$ cat config.mk
export PLATFORM = sky130hd
export DESIGN_NAME = wb_arbiter
export DESIGN_NICKNAME = d
export VERILOG_FILES = /design/src/rtl/wb_arbiter.sv
export SDC_FILE = /design/constraint.sdc
export NUM_CORES = 1
export LEC_CHECK = 0
export ABC_AREA = 0
export BUFFER_PORTS_ARGS = -buffer_cell sky130_fd_sc_hd__buf_4
export CAP_MARGIN = 25
export CELL_PAD_IN_SITES_DETAIL_PLACEMENT = 0
export CELL_PAD_IN_SITES_GLOBAL_PLACEMENT = 1
export CORE_MARGIN = 4
export CORE_UTILIZATION = 38
export CTS_BUF_LIST = sky130_fd_sc_hd__clkbuf_8
export DETAILED_ROUTE_END_ITERATION = 16
export MAX_ROUTING_LAYER = met4
export PLACE_DENSITY_LB_ADDON = 0.1
export RECOVER_POWER = 50
export SYNTH_ARGS = -nofsm -noshare
export SYNTH_HDL_FRONTEND = slang
export SYNTH_SLANG_ARGS = --single-unit
$ cat constraint.sdc
create_clock -name clk -period 3.15 [get_ports clk]
set_input_delay 0 -clock clk [delete_from_list [all_inputs] [get_ports clk]]
set_output_delay 0 -clock clk [all_outputs]
set_load 0.02 [all_outputs]
$ cat src/rtl/wb_arbiter.sv
// Writeback arbiter: merges pipeline and long-unit results onto the single register-file write port.
// One-cycle latency to wen/waddr/wdata; lu_ready drops when the FIFO is full; pipe_hold stalls upstream on starvation.
module wb_arbiter #(
  parameter int DSIZE        = 32,
  parameter int ASIZE        = 5,
  parameter int NREG         = 32,
  parameter int DEPTH        = 2,
  parameter int STARVE_LIMIT = 4
) (
  input  logic             clk,
  input  logic             rst,
  input  logic             pipe_valid,
  input  logic [ASIZE-1:0] pipe_rd,
  input  logic [DSIZE-1:0] pipe_data,
  output logic             pipe_hold,
  input  logic             lu_valid,
  output logic             lu_ready,
  input  logic [ASIZE-1:0] lu_rd,
  input  logic [DSIZE-1:0] lu_data,
  output logic             wen,
  output logic [ASIZE-1:0] waddr,
  output logic [DSIZE-1:0] wdata,
  output logic [NREG-1:0]  pend_mask
);

  localparam int AGW = $clog2(STARVE_LIMIT + 1);
  localparam logic [AGW-1:0]  AGE_MAX  = AGW'(STARVE_LIMIT);
  localparam logic [AGW-1:0]  AGE_HOLD = AGW'(STARVE_LIMIT - 1);
  localparam logic [NREG-1:0] ONE_HOT0 = NREG'(1);

  typedef struct packed {
    logic [ASIZE-1:0] rd;
    logic [DSIZE-1:0] data;
  } ent_t;

  // Entries are kept compacted: slot 0 is the head, valid slots are contiguous.
  ent_t             ent     [DEPTH];
  ent_t             ent_nxt [DEPTH];
  logic [DEPTH-1:0] vld;
  logic [DEPTH-1:0] vld_nxt;
  logic [AGW-1:0]   age;
  logic [AGW-1:0]   age_nxt;
  logic             hold_nxt;
  logic             empty;
  logic             lu_xfer;
  logic             pipe_elig;
  logic             pop;
  logic             bypass;
  logic             enq;
  logic             head_kill;
  logic             grant;
  logic             placed;
  ent_t             wr_sel;

  assign empty     = ~vld[0];
  assign lu_ready  = ~vld[DEPTH-1];
  assign lu_xfer   = lu_valid & lu_ready;
  assign pipe_elig = pipe_valid & (pipe_rd != '0) & ~pipe_hold;
  assign pop       = ~empty & ~pipe_elig;
  assign bypass    = empty & ~pipe_elig & lu_xfer & (lu_rd != '0);
  // Long-unit results are older than the concurrent pipe result, so a matching rd is stale.
  assign enq       = lu_xfer & (lu_rd != '0) & ~bypass & ~(pipe_elig & (lu_rd == pipe_rd));
  assign head_kill = vld[0] & pipe_elig & (ent[0].rd == pipe_rd);
  assign grant     = pipe_elig | pop | bypass;
  assign hold_nxt  = (age == AGE_HOLD) & ~empty & ~pop & ~head_kill;

  always_comb begin
    wr_sel.rd   = lu_rd;
    wr_sel.data = lu_data;
    if (pipe_elig) begin
      wr_sel.rd   = pipe_rd;
      wr_sel.data = pipe_data;
    end else if (pop) begin
      wr_sel = ent[0];
    end
  end

  // Remove popped/killed entries from the top down so lower indices stay valid, then append.
  always_comb begin
    for (int i = 0; i < DEPTH; i++) ent_nxt[i] = ent[i];
    vld_nxt = vld;
    placed  = 1'b0;
    for (int i = DEPTH - 1; i >= 0; i--) begin
      if (vld[i] && ((pop && i == 0) || (pipe_elig && ent[i].rd == pipe_rd))) begin
        for (int k = i; k < DEPTH - 1; k++) begin
          ent_nxt[k] = ent_nxt[k+1];
          vld_nxt[k] = vld_nxt[k+1];
        end
        vld_nxt[DEPTH-1] = 1'b0;
      end
    end
    for (int k = 0; k < DEPTH; k++) begin
      if (enq && !placed && !vld_nxt[k]) begin
        ent_nxt[k].rd   = lu_rd;
        ent_nxt[k].data = lu_data;
        vld_nxt[k]      = 1'b1;
        placed          = 1'b1;
      end
    end
  end

  always_comb begin
    age_nxt = age;
    if (empty || pop || head_kill) age_nxt = '0;
    else if (age != AGE_MAX)       age_nxt = age + 1'b1;
  end

  always_comb begin
    pend_mask = '0;
    for (int i = 0; i < DEPTH; i++) begin
      if (vld[i]) pend_mask = pend_mask | (ONE_HOT0 << ent[i].rd);
    end
  end

  always_ff @(posedge clk or posedge rst) begin
    if (rst) begin
      vld       <= '0;
      age       <= '0;
      pipe_hold <= 1'b0;
      wen       <= 1'b0;
      waddr     <= '0;
      wdata     <= '0;
      for (int i = 0; i < DEPTH; i++) ent[i] <= '0;
    end else begin
      vld       <= vld_nxt;
      age       <= age_nxt;
      pipe_hold <= hold_nxt;
      wen       <= grant;
      for (int i = 0; i < DEPTH; i++) ent[i] <= ent_nxt[i];
      if (grant) begin
        waddr <= wr_sel.rd;
        wdata <= wr_sel.data;
      end
    end
  end

endmodule

==> results.toml <==
[yosys]
synthesis.nets = 661
ys_ff_latch = 118
seq_area_frac_synth_pct = 47.0
synth-main-ff-cell = "dfrtp_1"
synth-edff-count = 0
netlist-cell-type-count = 39
async_reset_ff_share_pct = 100
avgSynthCellArea_um2 = 10.8
netlist_area_um2 = 6280
yosys_warnings = 0
syn_inst = 580

[worst_setup_path]
rr_endpoint = "ent[48]$_DFFE_PP0P_"
reg2reg_slack_ns = 0.37
r2r_cells = 6
crit_cells = 8
cpMaxStageDelayCell = "a211oi_4"
required_ns = 3.46
r2r_start = "pipe_hold$_DFF_PP0_"
max_stage_delay_ns = 0.79
start_kind = "primary input"
critPathKind = "primary input to flip-flop"
arrival_ns = 3.10
crit_path_end_kind = "flip-flop"
cp_top_family = "compound AO/OA/AOI/OAI gates"
worstPathBufferInverterCount = 3
worstPathMaxFanout = 24
critical_path.cell_chain = "dlygate4sd3_1 -> buf_4 -> or4_1 -> o21ai_4 -> o41ai_2 -> a211oi_4 -> buf_12 -> mux2_2"

[drt]
ant_nets = 0
drtIter0Drc = 199
route.detailed.drc = 0
wire_per_inst_um = 16.3
viasPerCell = 5.09
dr.pass1.iters = 5
wirelength_mm = 16.6
via_count = 5186

[sta]
min_period_over_period_pct = 88.6
min_period_ns = 2.79
setup_viol = 0
fmax_mhz = 358
skew_ns = 0.0137
hold_viol = 0
slew_viol_final = 61
fin_setup_tns_ns = 0
slew_headroom_pct = -53.9
holdWs_ns = 0.0569
rsz0062_at_grt = "false"
worst_slew_pin_slew_ns = 2.31

[floorplan]
start_util_pct = 39.1
die_h_um = 137
core_area_um2 = 16100
ios = 150
num_rows = 46
dieWidth_um = 137
dieArea_um2 = 18600

[layout]
layout.cells.most_common_list = "dfrtp_1, buf_4, mux2_2"
layout_commonest_cell = "dfrtp_1"
nets = 870
drive_gt1_share_pct = 33.4
synthToLayoutAreaGrowth_pct = 37.7
fillers = 1421
diodes = 0
seq_area_um2 = 2950
multi_input_area_um2 = 3130

[clock_network]
clkTransAtPathRegs_ns = 0.07
clk_latency_ns = 0.43
root_buffer = "clkbuf_8"
cts_buffers = 17
h-tree-depth = 4
cts_tree = "done"
cts_sinks = 118
cts_max_path_buffers = 2

[power]
sw_frac_of_total_pct = 37.2
internal-power_uw = 4830
peakVddDrop_v = 0.000366
pwr-share-clk_pct = 19.6
power_frac_comb_pct = 43.7
p_per_area_nw_per_um2 = 889
p_sw_uw = 2850
pwr-share-seq_pct = 36.6
leakage_uw = 0.00372

[outcome]
status = "finished, violations left"
violations = "capacitance limit, slew limit"

[worst_hold_path]
hold_depth = 4
worst_hold_path_type = "primary input to flip-flop"
min_to = "waddr[1]$_DFFE_PP0P_"
min_from = "pipe_rd[1]"

[place]
dp_hpwl_mm = 11.4
port_buffers = 149
place_congestion = 0.890

[global_routing]
grt_overflow = 0
grt_antenna_before_repair = 0
grt_pass1_wl_mm = 27.5
grt_pass1_vias = 5344
grt_usage_pct = 19.1
grt_max_degree = 61

[flow_run]
maxCapViolations = 1
==> cell usage after synthesis, types with 4 or more instances <==
cell	instances	area, µm²
a21oi_1	6	30.0
buf_1	6	22.5
buf_2	8	40.0
clkbuf_1	23	86.3
dfrtp_1	118	2950
inv_1	10	37.5
mux2_1	8	90.1
mux2_2	105	1180
mux2i_1	35	350
nand2_1	74	278
nand2b_1	6	37.5
nand3_1	10	50.1
nor2_1	11	41.3
o21ai_0	65	325
o22ai_1	30	188
or2_2	7	43.8
or3_1	7	43.8
xnor2_1	12	105
xor2_1	4	35.0
==> final cells by class <==
cell class | count | share of cell area (%)
Multi-Input combinational cell | 411 | 36.2
Clock buffer | 20 | 3.19
Clock inverter | 12 | 1.84
Sequential cell | 118 | 34.2
Tap cell | 216 | 3.13
Inverter | 10 | 0.434
Timing Repair Buffer | 231 | 21.0
==> kinds of logic after synthesis <==
kind of cell | synth area share, %
DFF | 47.0
and+or+nand+nor | 8.95
xor gates and xnor gates | 2.23
muxes | 25.9
buffers and inverters | 3.63
adders and majority gates | 0.598
AOI/OAI and AO/OA | 11.7
==> power groups by stage <==
stage / logic [µW] / clock network, µW / registers (µW)
2_1_floorplan: 2370 / 0 / 2830
3_3_place_gp: 3420 / 0 / 2810
3_5_place_dp: 3500 / 0 / 2850
4_1_cts: 3580 / 1550 / 2820
5_1_grt: 3680 / 1620 / 2930
6_report: 3360 / 1510 / 2810
==> worst min-delay path, stage by stage <==
cell,delay (ns)
buf_4,0.14
nor2_1,0.11
a211oi_1,0.06
a21o_1,0.15
==> metal layers <==
layer	wire, µm	share of wire (%)	global-route usage (%)
met1	7650	46	25.1
met2	7860	47	30.3
met3	967	5.8	4.08
met4	153	0.92	4.87
met5	0	0	-
==> flip-flops by register name (all words and copies together), names as in the netlist <==
signal	cells
pipe_hold	1
age	3
ent	74
wen	1
wdata	32
waddr	5
vld	2
==> worst max path at each step <==
stage,start,endpoint
2_1_floorplan,rst,age[0]$_DFFE_PP0P_
3_3_place_gp,pipe_hold$_DFF_PP0_,ent[45]$_DFFE_PP0P_
3_5_place_dp,pipe_hold$_DFF_PP0_,ent[48]$_DFFE_PP0P_
4_1_cts,pipe_hold$_DFF_PP0_,ent[48]$_DFFE_PP0P_
5_1_grt,rst,vld[0]$_DFF_PP0_
6_report,pipe_rd[3],ent[36]$_DFFE_PP0P_
==> metrics by stage <==
step | cells | setup slack [ns] | utilization [%] | area [µm²] | total power [µW]
floorplan | 580 | 0.0209 | - | 6280 | 5200
global placement | 914 | 0.328 | 47.6 | 7640 | 6240
detailed placement | 914 | 0.332 | 47.6 | 7640 | 6350
CTS | 1018 | 0.323 | 54.8 | 8790 | 7960
global route | 1018 | 0.156 | 53.8 | 8640 | 8220
finish | 1018 | 0.360 | 53.8 | 8640 | 7680
==> timing repair <==
item	4_1_cts	5_1_grt
endpoints found under the hold margin	166	0
resized for setup	0	0
hold buffers	72	0
buffers inserted	0	0
Power figures use the tool's default switching activity.
